==> src/rtl/reorder_buffer_if.sv <==
// Issue/writeback/query/commit bundle between issue logic, execution units and the reorder buffer.
// master drives the decoder, writeback and query inputs; slave is the reorder buffer itself.
interface reorder_buffer_if #(
   parameter int ROB_SIZE_WIDTH = 3,
   parameter int XLEN           = 32,
   parameter int REG_CNT_WIDTH  = 5
);
   logic                      stall;
   logic                      dec_ready;
   logic [1:0]                dec_kind;
   logic [REG_CNT_WIDTH-1:0]  dec_rd;
   logic [XLEN-1:0]           dec_pred_pc;

   logic                      alu_ready;
   logic [ROB_SIZE_WIDTH-1:0] alu_rob_id;
   logic [XLEN-1:0]           alu_val;
   logic [XLEN-1:0]           alu_next_pc;

   logic                      lsb_ready;
   logic [ROB_SIZE_WIDTH-1:0] lsb_rob_id;
   logic [XLEN-1:0]           lsb_val;

   logic [ROB_SIZE_WIDTH-1:0] q1_id;
   logic [ROB_SIZE_WIDTH-1:0] q2_id;
   logic                      q1_ready;
   logic                      q2_ready;
   logic [XLEN-1:0]           q1_val;
   logic [XLEN-1:0]           q2_val;

   logic                      rob_full;
   logic [ROB_SIZE_WIDTH-1:0] rob_tail_id;
   logic [ROB_SIZE_WIDTH-1:0] rob_head_id;
   logic                      rob_ready;
   logic [REG_CNT_WIDTH-1:0]  rob_rd;
   logic [XLEN-1:0]           rob_val;
   logic                      rob_store_commit;
   logic                      rob_flush;
   logic [XLEN-1:0]           rob_flush_pc;

   modport master (
      output stall, dec_ready, dec_kind, dec_rd, dec_pred_pc,
      output alu_ready, alu_rob_id, alu_val, alu_next_pc,
      output lsb_ready, lsb_rob_id, lsb_val,
      output q1_id, q2_id,
      input  q1_ready, q2_ready, q1_val, q2_val,
      input  rob_full, rob_tail_id, rob_head_id, rob_ready, rob_rd, rob_val,
      input  rob_store_commit, rob_flush, rob_flush_pc
   );

   modport slave (
      input  stall, dec_ready, dec_kind, dec_rd, dec_pred_pc,
      input  alu_ready, alu_rob_id, alu_val, alu_next_pc,
      input  lsb_ready, lsb_rob_id, lsb_val,
      input  q1_id, q2_id,
      output q1_ready, q2_ready, q1_val, q2_val,
      output rob_full, rob_tail_id, rob_head_id, rob_ready, rob_rd, rob_val,
      output rob_store_commit, rob_flush, rob_flush_pc
   );
endinterface

==> src/rtl/reorder_buffer.sv <==
// In-order retirement buffer: writeback at edge N commits at edge N+1, one entry per cycle.
// Issue is refused while stalled, full or flushing; a mispredicted branch at head empties the buffer.
module reorder_buffer #(
   parameter int ROB_SIZE_WIDTH = 3,
   parameter int XLEN           = 32,
   parameter int REG_CNT_WIDTH  = 5
) (
   input  logic             clk,
   input  logic             rst,
   reorder_buffer_if.slave  bus
);
   localparam int DEPTH = 1 << ROB_SIZE_WIDTH;

   typedef logic [ROB_SIZE_WIDTH-1:0] id_t;
   typedef logic [ROB_SIZE_WIDTH:0]   cnt_t;

   localparam logic [1:0] KIND_REG    = 2'd0;
   localparam logic [1:0] KIND_BRANCH = 2'd1;
   localparam logic [1:0] KIND_STORE  = 2'd2;
   localparam id_t        ID_ONE      = id_t'(1);
   localparam cnt_t       CNT_ONE     = cnt_t'(1);
   localparam cnt_t       CNT_FULL    = cnt_t'(DEPTH);

   logic [DEPTH-1:0]         busy_q;
   logic [DEPTH-1:0]         rdy_q;
   logic [1:0]               kind_q    [DEPTH];
   logic [REG_CNT_WIDTH-1:0] rd_q      [DEPTH];
   logic [XLEN-1:0]          val_q     [DEPTH];
   logic [XLEN-1:0]          pred_pc_q [DEPTH];
   logic [XLEN-1:0]          next_pc_q [DEPTH];

   id_t  head_q;
   id_t  tail_q;
   cnt_t count_q;
   cnt_t count_nxt;

   logic                     full_q;
   logic                     commit_rdy_q;
   logic [REG_CNT_WIDTH-1:0] commit_rd_q;
   logic [XLEN-1:0]          commit_val_q;
   logic                     store_commit_q;
   logic                     flush_q;
   logic [XLEN-1:0]          flush_pc_q;

   logic commit_en;
   logic mispredict;
   logic issue_en;
   logic alu_hit;
   logic lsb_hit;

   // Commit looks only at registered state; a same-cycle writeback to head waits one edge.
   assign commit_en  = busy_q[head_q] && rdy_q[head_q];
   assign mispredict = commit_en && (kind_q[head_q] == KIND_BRANCH)
                       && (next_pc_q[head_q] != pred_pc_q[head_q]);
   assign issue_en   = !bus.stall && bus.dec_ready && !full_q && !flush_q && !mispredict;
   assign alu_hit    = bus.alu_ready && busy_q[bus.alu_rob_id];
   assign lsb_hit    = bus.lsb_ready && busy_q[bus.lsb_rob_id];

   always_comb begin
      count_nxt = count_q;
      if (mispredict) begin
         count_nxt = '0;
      end else if (issue_en && !commit_en) begin
         count_nxt = count_q + CNT_ONE;
      end else if (!issue_en && commit_en) begin
         count_nxt = count_q - CNT_ONE;
      end
   end

   // Operand queries see same-cycle writebacks; LSB takes precedence over ALU on the same id.
   always_comb begin
      bus.q1_ready = busy_q[bus.q1_id] && rdy_q[bus.q1_id];
      bus.q1_val   = val_q[bus.q1_id];
      if (lsb_hit && (bus.lsb_rob_id == bus.q1_id)) begin
         bus.q1_ready = 1'b1;
         bus.q1_val   = bus.lsb_val;
      end else if (alu_hit && (bus.alu_rob_id == bus.q1_id)) begin
         bus.q1_ready = 1'b1;
         bus.q1_val   = bus.alu_val;
      end
   end

   always_comb begin
      bus.q2_ready = busy_q[bus.q2_id] && rdy_q[bus.q2_id];
      bus.q2_val   = val_q[bus.q2_id];
      if (lsb_hit && (bus.lsb_rob_id == bus.q2_id)) begin
         bus.q2_ready = 1'b1;
         bus.q2_val   = bus.lsb_val;
      end else if (alu_hit && (bus.alu_rob_id == bus.q2_id)) begin
         bus.q2_ready = 1'b1;
         bus.q2_val   = bus.alu_val;
      end
   end

   always_ff @(posedge clk) begin
      if (rst) begin
         busy_q         <= '0;
         rdy_q          <= '0;
         head_q         <= '0;
         tail_q         <= '0;
         count_q        <= '0;
         full_q         <= 1'b0;
         commit_rdy_q   <= 1'b0;
         commit_rd_q    <= '0;
         commit_val_q   <= '0;
         store_commit_q <= 1'b0;
         flush_q        <= 1'b0;
         flush_pc_q     <= '0;
         for (int i = 0; i < DEPTH; i++) begin
            kind_q[i]    <= '0;
            rd_q[i]      <= '0;
            val_q[i]     <= '0;
            pred_pc_q[i] <= '0;
            next_pc_q[i] <= '0;
         end
      end else begin
         count_q        <= count_nxt;
         full_q         <= (count_nxt == CNT_FULL);
         commit_rdy_q   <= 1'b0;
         commit_rd_q    <= '0;
         commit_val_q   <= '0;
         store_commit_q <= 1'b0;
         flush_q        <= 1'b0;
         flush_pc_q     <= '0;

         if (mispredict) begin
            busy_q     <= '0;
            rdy_q      <= '0;
            head_q     <= '0;
            tail_q     <= '0;
            flush_q    <= 1'b1;
            flush_pc_q <= next_pc_q[head_q];
         end else begin
            if (commit_en) begin
               busy_q[head_q] <= 1'b0;
               rdy_q[head_q]  <= 1'b0;
               head_q         <= head_q + ID_ONE;
               case (kind_q[head_q])
                  KIND_REG: begin
                     commit_rdy_q <= 1'b1;
                     commit_rd_q  <= rd_q[head_q];
                     commit_val_q <= val_q[head_q];
                  end
                  KIND_STORE: store_commit_q <= 1'b1;
                  default: ;
               endcase
            end

            if (alu_hit) begin
               val_q[bus.alu_rob_id]     <= bus.alu_val;
               next_pc_q[bus.alu_rob_id] <= bus.alu_next_pc;
               rdy_q[bus.alu_rob_id]     <= 1'b1;
            end
            if (lsb_hit) begin
               val_q[bus.lsb_rob_id] <= bus.lsb_val;
               rdy_q[bus.lsb_rob_id] <= 1'b1;
            end

            if (issue_en) begin
               busy_q[tail_q]    <= 1'b1;
               rdy_q[tail_q]     <= 1'b0;
               kind_q[tail_q]    <= bus.dec_kind;
               rd_q[tail_q]      <= (bus.dec_kind == KIND_REG) ? bus.dec_rd : '0;
               pred_pc_q[tail_q] <= bus.dec_pred_pc;
               tail_q            <= tail_q + ID_ONE;
            end
         end
      end
   end

   assign bus.rob_full         = full_q;
   assign bus.rob_tail_id      = tail_q;
   assign bus.rob_head_id      = head_q;
   assign bus.rob_ready        = commit_rdy_q;
   assign bus.rob_rd           = commit_rd_q;
   assign bus.rob_val          = commit_val_q;
   assign bus.rob_store_commit = store_commit_q;
   assign bus.rob_flush        = flush_q;
   assign bus.rob_flush_pc     = flush_pc_q;
endmodule

==> src/flat_wrapper.sv <==
// flat-port wrapper written by rule: the top's interface ports become plain ports
module reorder_buffer_flat 
#(
   parameter int ROB_SIZE_WIDTH = 3,
   parameter int XLEN           = 32,
   parameter int REG_CNT_WIDTH  = 5
)
  (clk, rst, bus_stall, bus_dec_ready, bus_dec_kind, bus_dec_rd, bus_dec_pred_pc, bus_alu_ready, bus_alu_rob_id, bus_alu_val, bus_alu_next_pc, bus_lsb_ready, bus_lsb_rob_id, bus_lsb_val, bus_q1_id, bus_q2_id, bus_q1_ready, bus_q2_ready, bus_q1_val, bus_q2_val, bus_rob_full, bus_rob_tail_id, bus_rob_head_id, bus_rob_ready, bus_rob_rd, bus_rob_val, bus_rob_store_commit, bus_rob_flush, bus_rob_flush_pc);
  reorder_buffer_if #(.ROB_SIZE_WIDTH(ROB_SIZE_WIDTH), .XLEN(XLEN), .REG_CNT_WIDTH(REG_CNT_WIDTH)) bus_i ();
  input  logic clk;
  input  logic rst;
  input wire logic [$bits(bus_i.stall)-1:0] bus_stall;
  input wire logic [$bits(bus_i.dec_ready)-1:0] bus_dec_ready;
  input wire logic [$bits(bus_i.dec_kind)-1:0] bus_dec_kind;
  input wire logic [$bits(bus_i.dec_rd)-1:0] bus_dec_rd;
  input wire logic [$bits(bus_i.dec_pred_pc)-1:0] bus_dec_pred_pc;
  input wire logic [$bits(bus_i.alu_ready)-1:0] bus_alu_ready;
  input wire logic [$bits(bus_i.alu_rob_id)-1:0] bus_alu_rob_id;
  input wire logic [$bits(bus_i.alu_val)-1:0] bus_alu_val;
  input wire logic [$bits(bus_i.alu_next_pc)-1:0] bus_alu_next_pc;
  input wire logic [$bits(bus_i.lsb_ready)-1:0] bus_lsb_ready;
  input wire logic [$bits(bus_i.lsb_rob_id)-1:0] bus_lsb_rob_id;
  input wire logic [$bits(bus_i.lsb_val)-1:0] bus_lsb_val;
  input wire logic [$bits(bus_i.q1_id)-1:0] bus_q1_id;
  input wire logic [$bits(bus_i.q2_id)-1:0] bus_q2_id;
  output wire logic [$bits(bus_i.q1_ready)-1:0] bus_q1_ready;
  output wire logic [$bits(bus_i.q2_ready)-1:0] bus_q2_ready;
  output wire logic [$bits(bus_i.q1_val)-1:0] bus_q1_val;
  output wire logic [$bits(bus_i.q2_val)-1:0] bus_q2_val;
  output wire logic [$bits(bus_i.rob_full)-1:0] bus_rob_full;
  output wire logic [$bits(bus_i.rob_tail_id)-1:0] bus_rob_tail_id;
  output wire logic [$bits(bus_i.rob_head_id)-1:0] bus_rob_head_id;
  output wire logic [$bits(bus_i.rob_ready)-1:0] bus_rob_ready;
  output wire logic [$bits(bus_i.rob_rd)-1:0] bus_rob_rd;
  output wire logic [$bits(bus_i.rob_val)-1:0] bus_rob_val;
  output wire logic [$bits(bus_i.rob_store_commit)-1:0] bus_rob_store_commit;
  output wire logic [$bits(bus_i.rob_flush)-1:0] bus_rob_flush;
  output wire logic [$bits(bus_i.rob_flush_pc)-1:0] bus_rob_flush_pc;
  assign bus_i.stall = bus_stall;
  assign bus_i.dec_ready = bus_dec_ready;
  assign bus_i.dec_kind = bus_dec_kind;
  assign bus_i.dec_rd = bus_dec_rd;
  assign bus_i.dec_pred_pc = bus_dec_pred_pc;
  assign bus_i.alu_ready = bus_alu_ready;
  assign bus_i.alu_rob_id = bus_alu_rob_id;
  assign bus_i.alu_val = bus_alu_val;
  assign bus_i.alu_next_pc = bus_alu_next_pc;
  assign bus_i.lsb_ready = bus_lsb_ready;
  assign bus_i.lsb_rob_id = bus_lsb_rob_id;
  assign bus_i.lsb_val = bus_lsb_val;
  assign bus_i.q1_id = bus_q1_id;
  assign bus_i.q2_id = bus_q2_id;
  assign bus_q1_ready = bus_i.q1_ready;
  assign bus_q2_ready = bus_i.q2_ready;
  assign bus_q1_val = bus_i.q1_val;
  assign bus_q2_val = bus_i.q2_val;
  assign bus_rob_full = bus_i.rob_full;
  assign bus_rob_tail_id = bus_i.rob_tail_id;
  assign bus_rob_head_id = bus_i.rob_head_id;
  assign bus_rob_ready = bus_i.rob_ready;
  assign bus_rob_rd = bus_i.rob_rd;
  assign bus_rob_val = bus_i.rob_val;
  assign bus_rob_store_commit = bus_i.rob_store_commit;
  assign bus_rob_flush = bus_i.rob_flush;
  assign bus_rob_flush_pc = bus_i.rob_flush_pc;
  reorder_buffer #(.ROB_SIZE_WIDTH(ROB_SIZE_WIDTH), .XLEN(XLEN), .REG_CNT_WIDTH(REG_CNT_WIDTH)) u_core (.clk(clk), .rst(rst), .bus(bus_i));
endmodule
==> config.mk <==
export PLATFORM = sky130hd
export DESIGN_NAME = reorder_buffer_flat
export DESIGN_NICKNAME = d
export VERILOG_FILES = /design/src/rtl/reorder_buffer_if.sv /design/src/rtl/reorder_buffer.sv /design/src/flat_wrapper.sv
export SDC_FILE = /design/constraint.sdc
export NUM_CORES = 2
export LEC_CHECK = 0
export CORE_ASPECT_RATIO = 1.25
export CORE_MARGIN = 8
export CORE_UTILIZATION = 45
export CTS_BUF_LIST = sky130_fd_sc_hd__clkbuf_16
export DETAILED_ROUTE_END_ITERATION = 10
export DONT_BUFFER_PORTS = 1
export GPL_TIMING_DRIVEN = 0
export MAX_ROUTING_LAYER = met4
export PLACE_DENSITY = 0.7
export SYNTH_ARGS = -nofsm -noshare
export SYNTH_HDL_FRONTEND = slang
export SYNTH_SLANG_ARGS = --single-unit
==> constraint.sdc <==
create_clock -name clk -period 5.25 [get_ports clk]
set_input_delay 0.7875 -clock clk [delete_from_list [all_inputs] [get_ports clk]]
set_output_delay 0.7875 -clock clk [all_outputs]
set_load 0.01 [all_outputs]
==> summary.md <==
| Metric | Value |
|---|---|
| Hold EP | u_core.bus.rob_tail_id[0] |
| Total GRT Usage | around 36% |
| Largest net degree at the start of global routing | 23 |
| Vias/cell | 6.99 |
| CP max FO | 18 |
| Worst Reg-to-Reg Cells | 16 |
| Clock Skew | roughly 0.054 ns |
| Main flop type after synthesis | edfxtp_1 |
| First-pass GRT wire length | 308 mm |
| Async SR Flop Fraction | 0% |
| Slew @ Worst Pin | roughly 1.5 ns |
| FF-to-FF End | u_core.next_pc_q[0][21] |
| Worst-path clk slew | ~0.060 ns |
| Die Wd | 316 um |
| Max-cap check violation count | 0 |
| Crit path capture type | register |
| R2r setup slk | -0.20 ns |
| Worst hold stages | 3 |
| Tmin final | between 5 and 6 ns |
| Final period util | 104% |
| Top cells by count, synth | 824 x edfxtp_1, 652 x nor3_1, 381 x nand2_1, 303 x clkbuf_1, 279 x mux4_2 |
| Max-Slew Margin vs Limit | 2.18% |
| # IOs | roughly 300 |
| Cell Area, Synth | between 50000 and 60000 um^2 |
| Final ANT Viol Nets | 0 |
| Layout cells sized above 1 | ~14% |
| Clk sinks | around 900 |
| Post-detail-place hpwl | 159 mm |
| Slowest stage delay, CP | roughly 0.79 ns |
| Final Cell Area | between 50000 and 60000 um^2 |
| Most frequent cell after synthesis | edfxtp_1 |
| Hold path startpoint | bus_stall |
| DRT Pass-1 Iters | 6 |
| CTS tree | built |
| RePlAce Congestion | about 1.0 |
| Maximum clock rate | between 150 and 200 MHz |
| # DRC | 0 |
| Crit path buffers/inverters | 8 |
| Clock latency on the worst-skew pair | 0.76 ns |
| Slowest-stage cell, CP | o21bai_4 |
| Max-slew violations | 0 |
| Maximum VDD drop | around 0.00026 V |
| PnR worst setup slack | -0.197 ns |
| Top cell type's share of synthesized area | between 40% and 50% |
| Synth area leader | edfxtp_1 |
| DRT iter0 DRCs | approximately 7.3k |
| Initial antenna violation count | 30 |
| Number of global-route vias before repair | between 40k and 50k |
| Initial core utilization | about 45% |
| Leakage | 0.0183 uW |
| Syn avg cell area | about 12 um^2 |
| Worst setup SP type | register |
| IO Port Bufs | 0 |
| Pwr/cell area | ~300 nW/um^2 |
| Worst Path Arrival | 5.88 ns |
| GR Overflow Total | 0 |
| Area growth, synth to finish | 12.1% |
| Worst Hold Class | in -> reg |
| Mapped Cells | roughly 4.3k |
| Nets | roughly 4.6k |
| Unique masters post-synth | 67 |
| Die height | about 400 um |
| Sequential fraction of the synthesis area | between 50% and 60% |
| Core footprint | 113000 um^2 |
| Placed inst area | ~54000 um^2 |
| Die area | between 100000 and 150000 um^2 |
| WS Path Type | reg -> reg |
| CTS Buf Count | between 90 and 100 |
| Number of synthesized flops with an enable pin | a little over 800 |
| Unrepaired setup endpoints after global routing | no |
| Clk buf depth | 3 |
| H-Tree Depth | 3 |
| CP Data Required Time | between 5 and 6 ns |
| Delay-heaviest family, CP | compound AO/OA/AOI/OAI gates |
| Top post-synthesis cells by area | edfxtp_1 49%, mux4_2 12%, nor3_1 6.4% |
| Tot Pwr | 16900 uW |
| Flip-flop and latch count after synthesis | approximately 930 |
| Routed wire length | around 220 mm |
| Outcome | complete, but fails checks |
| Post-DR wirelength/cell | roughly 37 um |
| Post-synthesis net count | 4488 |
| # setup viols final | about 340 |
| Final hold vios | 0 |
| Synth Warn # | 0 |
| Via count | 42.4k |
| Clock root buffer | clkbuf_16 |
| Placement Rows | 138 |
| CP cell instances | buf_2, buf_4, buf_4, nand3_2, o22ai_1, nor2_1, a22oi_1, o2111ai_1, nor4_1, a41oi_1, buf_2, buf_6, buf_6, buf_6, o21bai_4, buf_16 |
| Violated checks | negative setup slack |
| Worst path most repeated cell | buf_6 |
==> tightest hold or removal path, stage by stage <==
cell	delay [ns]
nor4b_2	0.11
xnor2_1	0.16
nor3_1	0.05
==> cell type report <==
class	instances	area, um^2
flip-flops and latches	926	26800
clock buffers	99	2480
repair buffers	40	843
fillers	9858	55700
multi-input cells	2834	21900
well taps	1470	1840
inverters	12	45.0
diodes	37	92.6
plain buffers	559	2310
clock inverters	83	639
==> kinds of logic after synthesis <==
logic type      share of synthesized area (%)
fa+ha+maj                              0.0986
flops                                    52.8
buf+inv                                  4.62
simple gates                             15.5
compound gates                           7.01
mux                                      15.7
xor+xnor                                 4.24
==> worst max-delay path by stage <==
stage	start	endpoint	slack, ns	depth (start not counted)
final	register	u_core.next_pc_q[0][21]	-0.20	16
after global routing	register	u_core.val_q[0][16]	0.003	16
after CTS	register	u_core.pred_pc_q[0][18]	0.03	16
after detailed placement	register	u_core.pred_pc_q[5][19]	-0.18	14
after global placement	register	u_core.pred_pc_q[0][18]	-3.46	12
after floorplan	bus_stall	u_core.kind_q[3][0]	0.50	6
==> metal layers <==
layer  part of all wire, %  vias to the layer above  global-route usage, %
met5                     0                        -                      -
met4                   9.1                        0                   25.5
met3                    14                     1161                   11.7
met2                    46                     4048                   56.4
met1                    31                    20400                   38.8
li1                      -                    16761                      -
==> where the power goes <==
group	total (uW)	leakage (uW)	internal, uW	switching, uW
clock	6980	0.00161	3780	3200
sequential	8420	0.00934	8260	165
combinational	1540	0.00731	526	1020
==> cell usage in the layout (no fill, tap or decap), types with 21 or more instances in the layout <==
cell / netlist / final
mux4_2: 279 / 279
clkbuf_1: 303 / 303
o21ai_0: 147 / 147
edfxtp_1: 824 / 824
nand3_1: 211 / 211
nor3b_1: 37 / 36
a21oi_1: 82 / 82
buf_12: 0 / 21
o22ai_1: 27 / 27
nand2b_1: 75 / 75
a211oi_1: 205 / 205
mux2i_1: 169 / 169
o21bai_4: 0 / 24
inv_1: 11 / 35
diode_2: 0 / 37
and3_1: 71 / 71
xor2_1: 117 / 117
dfxtp_1: 102 / 102
nor3_1: 652 / 650
nor2_1: 82 / 81
nand2_1: 381 / 381
buf_2: 113 / 114
xnor2_1: 129 / 129
buf_1: 132 / 129
clkinv_1: 0 / 23
clkbuf_16: 0 / 99
==> flip-flops by register name, summed over array words and instances, names as in the netlist, named ones only <==
signal,flops
u_core.next_pc_q,256
u_core.pred_pc_q,256
u_core.bus.rob_flush_pc,32
u_core.bus.rob_flush,1
u_core.kind_q,16
u_core.rdy_q,8
u_core.count_q,4
u_core.busy_q,8
u_core.bus.rob_val,32
u_core.bus.rob_ready,1
u_core.bus.rob_store_commit,1
u_core.rd_q,40
u_core.bus.rob_tail_id,3
u_core.bus.rob_rd,5
u_core.bus.rob_full,1
u_core.bus.rob_head_id,3
u_core.val_q,256
==> per-stage QoR <==
stage | utilization, % | hold WS (ns) | setup WS (ns) | TNS (ns) | cells
finish | 50.6 | 0.435 | -0.197 | -28.43 | 6060
global placement | 46.7 | 0.522 | -3.46 | -1941.37 | 5801
CTS | 50.4 | 0.404 | 0.0306 | 0 | 6018
global route | 50.5 | 0.456 | 0.00343 | 0 | 6051
floorplan | - | 0.466 | 0.499 | 0 | 4331
detailed placement | 47.6 | 0.518 | -0.181 | -7.51 | 5834
==> timing repair <==
item                                    in CTS  in global routing
cloned                                       0                  0
hold endpoints to repair                     0                  0
gates resized for setup                      1                  2
setup buffers                                2                  5
pin swaps                                    1                  3
hold buffers                                 0                  0
endpoints found under the setup margin     234                298
No activity file was read; power rests on OpenSTA's default activity.
